File: config.mk
export PLATFORM = sky130hd
export DESIGN_NAME = trisc_control_sequencer
export DESIGN_NICKNAME = d
export VERILOG_FILES = /design/src/rtl/trisc_control_sequencer.sv
export SDC_FILE = /design/constraint.sdc
export NUM_CORES = 1
export LEC_CHECK = 0
export ABC_AREA = 1
export CAP_MARGIN = 20
export CORE_AREA = 4 4 69 71
export CTS_CLUSTER_SIZE = 12
export DETAILED_ROUTE_END_ITERATION = 12
export DIE_AREA = 0 0 73 75
export HOLD_SLACK_MARGIN = 0.15
export PLACE_DENSITY = 0.77
export SYNTH_ARGS = -nofsm -noshare
export SYNTH_HDL_FRONTEND = slang
export SYNTH_SLANG_ARGS = --single-unit
File: constraint.sdc
create_clock -name clk -period 3.3 [get_ports clk]
set_input_delay 0.66 -clock clk [delete_from_list [all_inputs] [get_ports clk]]
set_output_delay 0.66 -clock clk [all_outputs]
set_load 0.1 [all_outputs]
File: src/rtl/trisc_control_sequencer.sv
// TRISC control sequencer: latches the instruction word, decodes the 11-opcode set to a
// registered one-hot vector and sequences fetch/load/decode/execute with Moore strobes.
module trisc_control_sequencer #(
  parameter int OP_W   = 4,
  parameter int ADDR_W = 4,
  parameter int CNT_W  = 8
) (
  input  logic                   clk,
  input  logic                   reset,
  input  logic                   start,
  input  logic [OP_W+ADDR_W-1:0] instr_in,
  input  logic                   acc_zero,
  input  logic                   acc_neg,
  output logic                   mem_rd,
  output logic                   mem_wr,
  output logic                   addr_sel,
  output logic                   ir_ld,
  output logic                   pc_inc,
  output logic                   pc_ld,
  output logic                   acc_ld,
  output logic [2:0]             alu_op,
  output logic [ADDR_W-1:0]      operand,
  output logic [10:0]            op_onehot,
  output logic                   halted,
  output logic                   illegal,
  output logic [CNT_W-1:0]       instr_cnt,
  output logic [2:0]             fsm_state
);

  localparam int INSTR_W = OP_W + ADDR_W;

  localparam logic [2:0] S_IDLE   = 3'd0;
  localparam logic [2:0] S_FETCH  = 3'd1;
  localparam logic [2:0] S_LOAD   = 3'd2;
  localparam logic [2:0] S_DECODE = 3'd3;
  localparam logic [2:0] S_EXEC   = 3'd4;
  localparam logic [2:0] S_EXEC2  = 3'd5;
  localparam logic [2:0] S_HALT   = 3'd6;
  localparam logic [2:0] S_TRAP   = 3'd7;

  // One-hot bit positions, LDA in the MSB.
  localparam int OH_LDA = 10;
  localparam int OH_STA = 9;
  localparam int OH_ADD = 8;
  localparam int OH_SUB = 7;
  localparam int OH_XOR = 6;
  localparam int OH_INC = 5;
  localparam int OH_CLR = 4;
  localparam int OH_JMP = 3;
  localparam int OH_JPZ = 2;
  localparam int OH_JPN = 1;
  localparam int OH_HLT = 0;

  logic [2:0]         state;
  logic [2:0]         state_nxt;
  logic [INSTR_W-1:0] ir;
  logic [OP_W-1:0]    ir_op;
  logic [10:0]        dec_onehot;
  logic               two_phase;
  logic               retire;

  assign ir_op     = ir[INSTR_W-1 -: OP_W];
  assign operand   = ir[ADDR_W-1:0];
  assign fsm_state = state;
  assign halted    = (state == S_HALT);

  // Any set bit above the 4-bit code makes the opcode illegal (all-zero one-hot).
  always_comb begin
    dec_onehot = '0;
    if ((ir_op >> 4) == '0) begin
      case (ir_op[3:0])
        4'b0000: dec_onehot[OH_LDA] = 1'b1;
        4'b0001: dec_onehot[OH_STA] = 1'b1;
        4'b0010: dec_onehot[OH_ADD] = 1'b1;
        4'b0011: dec_onehot[OH_SUB] = 1'b1;
        4'b0100: dec_onehot[OH_XOR] = 1'b1;
        4'b0110: dec_onehot[OH_INC] = 1'b1;
        4'b0111: dec_onehot[OH_CLR] = 1'b1;
        4'b1000: dec_onehot[OH_JMP] = 1'b1;
        4'b1100: dec_onehot[OH_JPZ] = 1'b1;
        4'b1001: dec_onehot[OH_JPN] = 1'b1;
        4'b1111: dec_onehot[OH_HLT] = 1'b1;
        default: dec_onehot = '0;
      endcase
    end
  end

  // Memory-operand ALU ops need a second execute cycle for the read data.
  assign two_phase = op_onehot[OH_LDA] | op_onehot[OH_ADD] |
                     op_onehot[OH_SUB] | op_onehot[OH_XOR];

  always_comb begin
    state_nxt = state;
    case (state)
      S_IDLE:   if (start) state_nxt = S_FETCH;
      S_FETCH:  state_nxt = S_LOAD;
      S_LOAD:   state_nxt = S_DECODE;
      S_DECODE: begin
        if (dec_onehot == '0)          state_nxt = S_TRAP;
        else if (dec_onehot[OH_HLT])   state_nxt = S_HALT;
        else                           state_nxt = S_EXEC;
      end
      S_EXEC:   state_nxt = two_phase ? S_EXEC2 : S_FETCH;
      S_EXEC2:  state_nxt = S_FETCH;
      S_HALT:   if (start) state_nxt = S_FETCH;
      S_TRAP:   state_nxt = S_TRAP;
      default:  state_nxt = S_IDLE;
    endcase
  end

  assign retire = ((state == S_EXEC) && !two_phase) ||
                  (state == S_EXEC2) ||
                  ((state == S_DECODE) && dec_onehot[OH_HLT]);

  always_ff @(posedge clk or posedge reset) begin
    if (reset) begin
      state     <= S_IDLE;
      ir        <= '0;
      op_onehot <= '0;
      instr_cnt <= '0;
      illegal   <= 1'b0;
    end else begin
      state <= state_nxt;
      if (state == S_LOAD) ir <= instr_in;
      if (state == S_DECODE) begin
        op_onehot <= dec_onehot;
        if (dec_onehot == '0) illegal <= 1'b1;
      end
      if (retire && (instr_cnt != '1)) instr_cnt <= instr_cnt + 1'b1;
    end
  end

  always_comb begin
    mem_rd   = 1'b0;
    mem_wr   = 1'b0;
    addr_sel = 1'b0;
    ir_ld    = 1'b0;
    pc_inc   = 1'b0;
    pc_ld    = 1'b0;
    acc_ld   = 1'b0;
    alu_op   = 3'b000;
    case (state)
      S_FETCH: mem_rd = 1'b1;
      S_LOAD: begin
        ir_ld  = 1'b1;
        pc_inc = 1'b1;
      end
      S_EXEC: begin
        if (two_phase) begin
          mem_rd   = 1'b1;
          addr_sel = 1'b1;
        end
        if (op_onehot[OH_STA]) begin
          mem_wr   = 1'b1;
          addr_sel = 1'b1;
        end
        if (op_onehot[OH_INC]) begin
          acc_ld = 1'b1;
          alu_op = 3'b100;
        end
        if (op_onehot[OH_CLR]) begin
          acc_ld = 1'b1;
          alu_op = 3'b101;
        end
        pc_ld = op_onehot[OH_JMP] |
                (op_onehot[OH_JPZ] & acc_zero) |
                (op_onehot[OH_JPN] & acc_neg);
      end
      S_EXEC2: begin
        acc_ld = 1'b1;
        if (op_onehot[OH_ADD])      alu_op = 3'b001;
        else if (op_onehot[OH_SUB]) alu_op = 3'b010;
        else if (op_onehot[OH_XOR]) alu_op = 3'b011;
        else                        alu_op = 3'b000;
      end
      default: ;
    endcase
  end

endmodule

=== Word level (Yosys, flattened, before mapping) ===
Cells that the tools add are included.

* Bits in registers: 31
* Input port bits: 13
* Output and inout port bits: 38
* Logic and storage cells: 76

* Add/sub/neg operators: 1
* Equality and inequality tests: 19
* Mux-type cells: 33
* Bitwise logic cells: 7
* Reduce and logical (&&, ||, !) cells: 11

{| class="wikitable"
|+ Operators with widths
! operator !! number
|-
| 3-bit one-hot mux with 7 select lines || 1
|-
| 1-bit 2-to-1 mux || 20
|-
| 4-bit == test, second input constant || 4
|-
| 3-bit == test, second input constant || 4
|-
| 4-bit by 3-bit == test with 1-bit output, second input constant || 3
|-
| 3-bit 2-to-1 mux || 4
|-
| 11-bit logical NOT || 1
|-
| 2-bit 2-to-1 mux || 5
|-
| 8-bit by 1-bit adder with 8-bit output, second input constant || 1
|-
| 4-bit by 2-bit == test with 1-bit output, second input constant || 2
|-
| 8-bit inequality test, second input constant || 1
|-
| 3-bit by 2-bit == test with 1-bit output, second input constant || 2
|-
| 3-bit one-hot mux with 2 select lines || 1
|-
| 1-bit OR || 5
|-
| 4-bit by 1-bit == test with 1-bit output, second input constant || 1
|-
| 4-bit logical NOT || 1
|-
| 1-bit one-hot mux with 2 select lines || 2
|-
| 3-bit by 1-bit == test with 1-bit output, second input constant || 1
|-
| 1-bit logical AND || 3
|-
| 3-bit logical NOT || 1
|-
| 1-bit bitwise AND || 2
|-
| 1-bit logical OR || 2
|-
| 2-bit by 1-bit inequality test with 1-bit output, second input constant || 1
|-
| 2-bit AND reduction || 1
|-
| 2 further kinds || 2
|}

=== Logic depth before layout (Yosys ltp) ===
* Depth after elaboration: 8
* Gate-level depth with buffers: 7
* Gate-level depth less buffers: 7

=== Worst setup path before layout ===
No wires, ideal clock.

* Path type: reg-to-output
* Start point: register state[2], in the netlist fsm_state[2]
* End point: output alu_op[1]
* Data arrival time: 3.511 ns
* Data required time: 2.640 ns
* Setup slack: -0.871 ns
* Cell stages (with the launch flop): 5
* Buffers on the path: 0
* Cell sequence: dfrtp_1 -> inv_2 -> nor2_1 -> nand2_1 -> nor3_1

* Cells in the longest elaborated chain, start to end: 2
* Elaborated cells between the ends (all ways): 3
* Those cells by class: eq/ne: 2; mux: 1

{| class="wikitable"
|+ Ends and longest elaborated chain
! item !! line !! text
|-
| start, declared || 54 || <nowiki>logic [2:0] state;</nowiki>
|-
| start signal, assigned || 123 || <nowiki>state <= state_nxt;</nowiki>
|-
| 3-bit == test || 142 || <nowiki>case (state)</nowiki>
|-
| 3-bit one-hot mux with 2 select lines * || 142 ||
|-
| end, declared || 21 || <nowiki>output logic [2:0] alu_op,</nowiki>
|}

Mark *: on every way between the ends. The rest lies on a longest branch, timed or not.

=== Worst setup path in the final report ===
* Start point: register state[2], in the netlist fsm_state[2]
* End point: output pc_inc

* Cells in the longest elaborated chain, start to end: 2

{| class="wikitable"
|+ Ends and longest elaborated chain
! item !! line !! text
|-
| 3-bit by 2-bit == test with 1-bit output || 142 ||
|-
| 1-bit 2-to-1 mux || 142 ||
|-
| end, declared || 18 || <nowiki>output logic pc_inc,</nowiki>
|}

Every way passes these cells.

==> qor.csv <==
metric,value,unit
outcome,finished clean,
Max-Cap Viols,0,
CTS tree,done,
routability cong.,0.780,
"Clk pin slew, worst setup/hold paths",0.06,ns
Post-Synth Adder-Cell Area,0.779,%
Final Critical Period,2.40,ns
VDD IR max,213,µV
die height,75,µm
DRT Wirelength,3570,µm
post-CTS sizing,0,
Iter 0 DRT Violations,75,
Reg2Reg Depth,7,
# rows,24,
hold path depth,2,
Final Cell Area,2130,µm²
WHS Endpoint,op_onehot[0],
Final setup violation count,0,
Syn Area/Cell,7.87,µm²
fin. max-slew vios,0,
Mapped Area,1610,µm²
register area share after synthesis,48.3,%
antenna cells,0,
first-pass GRT wire length,6050,µm
DRT met1 WL,1590,µm
combinational family with the most area after synthesis,simple AND/OR/NAND/NOR gates,
crit share post-route,72.8,%
Initial Util,37.9,%
Critical Path AT,1.74,ns
RSZ-0062 raised after global routing,no,
via density per instance,4.68,
vias in the first global route,1322,
Overflow after GRT,0,
worst hold path type,flop to flop,
DIE WIDTH,73,µm
Final ANT Viol Nets,0,
CTS Hold Bufs,0,
Hold Crit Start,op_onehot[0],
crit start category,flop,
pin count of the biggest net entering global routing,32,
Final Skew,0.00529,ns
Fin Hold WS,0.474,ns
Final #Nets,268,
r2r setup slk,1.60,ns
Crit Path Category,flop to output pin,
synthesis-stage register bit count,31,
setup bufs post-CTS,0,
drc violations,0,
Pre-Repair DR Iteration Count,4,
met2 wire len,1640,µm
Core ar.,4230,µm²
required time worst endpoint,2.64,ns
"most common cell after layout, fill and taps aside",nand2_1,
Synth Area in Compound Gates,9.04,%
r2r endpoint,instr_cnt[5],
simple-gate share of the synthesized area,31.2,%
Max Fclk,416,MHz
CP Capture Type,output pin,
final setup margin,0.898,ns
worst slew pin tran,0.551,ns
HPWL after DPL,2780,µm
initial antenna violation count,0,
Post-Syn Nets,218,
PwrDens,338,nW/µm²
Worst Path Max Fanout,16,
htree depth,2,
Slew headroom,63.3,%
most frequent cells in the layout,"nand2_1 (65), buf_4 (39), dfrtp_1 (31), inv_1 (23), nand3_1 (19)",
area of the die,5480,µm²
"worst slack, placed",0.922,ns
final count of hold timing violations,0,
Synth warnings,0,
Synth Instances,204,
TritonCTS Sinks,31,
Layout Area Growth over Synthesis,32.9,%
I/O Buffers,50,
clock root cell,clkbuf_8,
dpl cell area,2030,µm²
Post-Synth XOR/XNOR Area,1.64,%
Reg2Reg Launch Point,fsm_state[0],
Synth cell types,25,
GRT Overall Usage,14.3,%
fraction of layout cells with a size suffix above 1,22.0,%
Top Metal Used,met4,
mux cell area share after synthesis,0,%
I/O pin total,51,
per-cell routed wire length,11.6,µm
static power due to leakage,1.08,nW
routed vias,1438,
met3 WL post-DR,264,µm
Clock Path Buffers,2,
Num CTS Buffers,5,
Clock Latency Late Sink,0.27,ns
worst max-delay path, cell delays in order, from the launching register on:
cell,delay [ns]
dfrtp_1,0.43
inv_2,0.11
nand2_1,0.09
nor2_2,0.44
buf_4,0.39
through the flow:
| stage | power [W] | setup TNS (ns) | utilization, % | instances |
|---|---|---|---|---|
| after global routing | 0.000755 | 0 | 50.4 | 307 |
| after CTS | 0.000732 | 0 | 50.4 | 307 |
| after global placement | 0.000410 | 0 | 48.0 | 299 |
| after floorplan | 0.000393 | -1.85 | - | 204 |
| after detailed placement | 0.000410 | 0 | 48.0 | 299 |
| final | 0.000720 | 0 | 50.4 | 307 |
sequential cells by signal, indices dropped and copies added (netlist names):
| signal | flops |
|---|---|
| fsm_state | 3 |
| op_onehot | 11 |
| illegal | 1 |
| instr_cnt | 8 |
| ir | 8 |
logic make-up (layout without fill, tap and decap cells):
family                     Yosys count  count (layout)
AOI/OAI and AO/OA                   24              24
DFF                                 31              31
buffers and inverters               32              83
adders and majority gates            1               1
xor gates and xnor gates             3               3
and+or+nand+nor                    113             113
worst max-delay path by stage:
| stage | from | end | slack [ns] |
|---|---|---|---|
| after detailed placement | acc_neg | pc_ld | 0.92 |
| after floorplan | fsm_state[2] | acc_ld | -0.75 |
| after global routing | fsm_state[2] | pc_inc | 0.77 |
| final | fsm_state[2] | pc_inc | 0.90 |
| after CTS | fsm_state[2] | pc_inc | 0.88 |
| after global placement | acc_neg | pc_ld | 0.96 |
synth_stat cells:
library cell / count / area (µm²)
nand2_1: 65 / 244
dfrtp_1: 31 / 776
inv_1: 23 / 86.3
nand3_1: 19 / 95.1
nor2_1: 16 / 60.1
o21ai_0: 13 / 65.1
buf_4: 6 / 45.0
nand4_1: 4 / 25.0
o22ai_1: 4 / 25.0
nor2_2: 3 / 18.8
o21ai_1: 3 / 15.0
a21oi_1: 2 / 10.0
buf_2: 2 / 10.0
xnor2_1: 2 / 17.5
a22o_1: 1 / 8.76
ha_1: 1 / 12.5
inv_2: 1 / 3.75
nand2_2: 1 / 6.26
nand2_4: 1 / 11.3
nand3_2: 1 / 10.0
nand3_4: 1 / 17.5
nand3b_1: 1 / 7.51
nor3_1: 1 / 5.00
o211ai_4: 1 / 21.3
xor2_1: 1 / 8.76
report_power, final:
group          total [W]  switching [W]  internal (W)
clock network   0.000318       0.000128      0.000190
logic          0.0000225     0.00000932     0.0000132
registers       0.000380              0      0.000380
layout make-up:
class,count,area [µm²]
clock buffers,8,100
well taps,52,65.1
repair buffers,51,413
multi-input cells,141,689
flip-flops and latches,31,776
inverters,24,90.1
fillers,428,2100
routing by layer:
metal	vias up	GRT usage [%]
met4	0	6.97
met1	639	18.5
li1	751	-
met5	-	0
met3	7	3.87
met2	41	22.2
Power figures use the tool's default switching activity.
==> patch, RTL diff (same settings) <==
Set the parameter `CNT_W` to 12 (it was 8).
--- a/src/rtl/trisc_control_sequencer.sv
+++ b/src/rtl/trisc_control_sequencer.sv
@@ -4,5 +4,5 @@
   parameter int OP_W   = 4,
   parameter int ADDR_W = 4,
-  parameter int CNT_W  = 8
+  parameter int CNT_W  = 12
 ) (
   input  logic                   clk,
Interface: changed (resized instr_cnt); port bits go from 51 to 55. The function was not compared with the original's and may differ.
==> patch against the original RTL <==
Synthesized cell count grew 21%; critical endpoint is now pc_ld; wire length grew 15%; non-clock buffer count grew 5; maximum frequency grew 2.1%; setup slack gained 0.050 ns; clock skew grew 0.0046 ns; area after synthesis grew 16%; final cell count grew 15%; sequential cell count grew 4; global-route usage grew 1.8 points; die area is the same; design area grew 13%.
Power is left out: the tool's default activity adds up to more than one toggle a clock period on the data nets, which glitch-free logic cannot reach.
==> patch: results (changes against the original RTL) <==
Final #Nets=315 (+18%); Async S/R FF share, synth=1.00 (unchanged); Max Buffers Root-to-Sink=2 (unchanged); yosys warns=0 (unchanged); Hold Path Class=flip-flop to flip-flop; Critical Path AT=1.69 ns (-0.05 ns); CTS resizes=0 (unchanged); Seq/Total Area, Yosys=0.471 (-0.0119); H-tree levels=2 (unchanged); GRT Overall Usage=0.161 (+0.0179); initial antenna violation count=0 (unchanged); global-route wire length before repair=6890 um (+14%); Vias=1,727 (+20%); vias in the first global route=1,576 (+19%); top cells by area, synth=dfrtp_1 (47%), nand2_1 (19%), inv_1 (4.6%); syn nets=261 (+20%); post-CTS setup buffer count=0 (unchanged); worst skew pair latency=0.29 ns (+0.02 ns); largest net degree at the start of global routing=36 (+13%); setup slack at placement=0.936 ns (+0.0146 ns); Max Fanout on Critical Path=1 (-15); final WL=4120 um (+15%); worst-margin pin slew=0.437 ns (-0.114 ns); Final Max Tran Viols=0 (unchanged); Pre-antenna DRT Iters=4 (unchanged); starting DRC count in detailed routing=117 (+56%); status=finished, final reports clean; dominant synthesized flop cell=dfrtp_1; Final Skew=0.00993 ns (+0.00464 ns); share of cells above drive strength 1=0.205 (-0.0143); IO buf count=54 (+8.0%); placer congestion estimate=0.839 (+7.7%); CTS Buf Count=5 (unchanged); hpwl dp=3160 um (+14%); Worst-path clk slew=0.06 ns (about the same); Yosys cell types=25 (unchanged); most flop-heavy register=instr_cnt; synth cell count leaders=nand2_1 (92), dfrtp_1 (35), inv_1 (23); Antenna Cells=0 (unchanged); Clock Tree Root=clkbuf_8; largest registers=instr_cnt x12, op_onehot x11, ir x8
patch: cell types whose count changed in the layout (fill, tap and decap cells not counted), moves of 3 or more:
cell     before  now
buf_4        39   44
nand4_1       4    7
nand2_1      65   92
o21ai_1       4    1
nor2_1       16   22
nand3_1      19   16
o21ai_0      12   15
dfrtp_1      31   35
patch: cell type report:
type | instances | area (um^2)
clock buffer | 6 | 82.6
clock inverter | 2 | 16.3
fill | 412 | 1820
inverter | 25 | 93.8
multi-input combinational | 178 | 831
sequential | 35 | 876
tap | 52 | 65.1
timing repair buffer | 56 | 450
patch: final timing paths:
check | cells after the start | from | slack, ns | endpoint
worst max-delay path | 5 | acc_neg | 0.95 | pc_ld
worst min-delay path | 2 | ir[0]$_DFFE_PP0P_ | 0.48 | ir[0]$_DFFE_PP0P_
worst max register to register | 8 | fsm_state[1]$_DFFE_PP0P_ | 1.52 | instr_cnt[7]$_DFFE_PP0P_
worst min register to register | 2 | ir[0]$_DFFE_PP0P_ | 0.48 | ir[0]$_DFFE_PP0P_
max in group asynchronous | 3 | reset | 2.23 | instr_cnt[9]$_DFFE_PP0P_
min in group asynchronous | 3 | reset | 0.76 | instr_cnt[4]$_DFFE_PP0P_
patch: worst max-delay path, stage by stage:
cell	delay (ns)
clkdlybuf4s50_1	0.40
a22o_1	0.22
o21ai_0	0.13
inv_1	0.05
buf_4	0.23
patch: cells by family after synthesis:
family	synth area share
simple gates	0.348
flops	0.471
buf+inv	0.0842
compound gates	0.0660
xor+xnor	0.0236
fa+ha+maj	0.00673
patch: per-layer routing:
layer / up-vias / track usage / wire length (um)
li1: 887 / - / -
met1: 797 / 0.204 / 1870
met2: 36 / 0.267 / 1970
met3: 7 / 0.0401 / 208
met4: 0 / 0.0615 / 67
met5: - / 0 / 0
patch: stage by stage:
stage / instance area [um^2] / hold slack [ns] / instances / utilization
final: 2410 / 0.479 / 354 / 0.570
after global routing: 2410 / 0.506 / 354 / 0.570
after CTS: 2410 / 0.488 / 354 / 0.570
after detailed placement: 2320 / 0.468 / 346 / 0.547
after global placement: 2320 / 0.463 / 346 / 0.547
after floorplan: 1860 / 0.443 / 247 / -
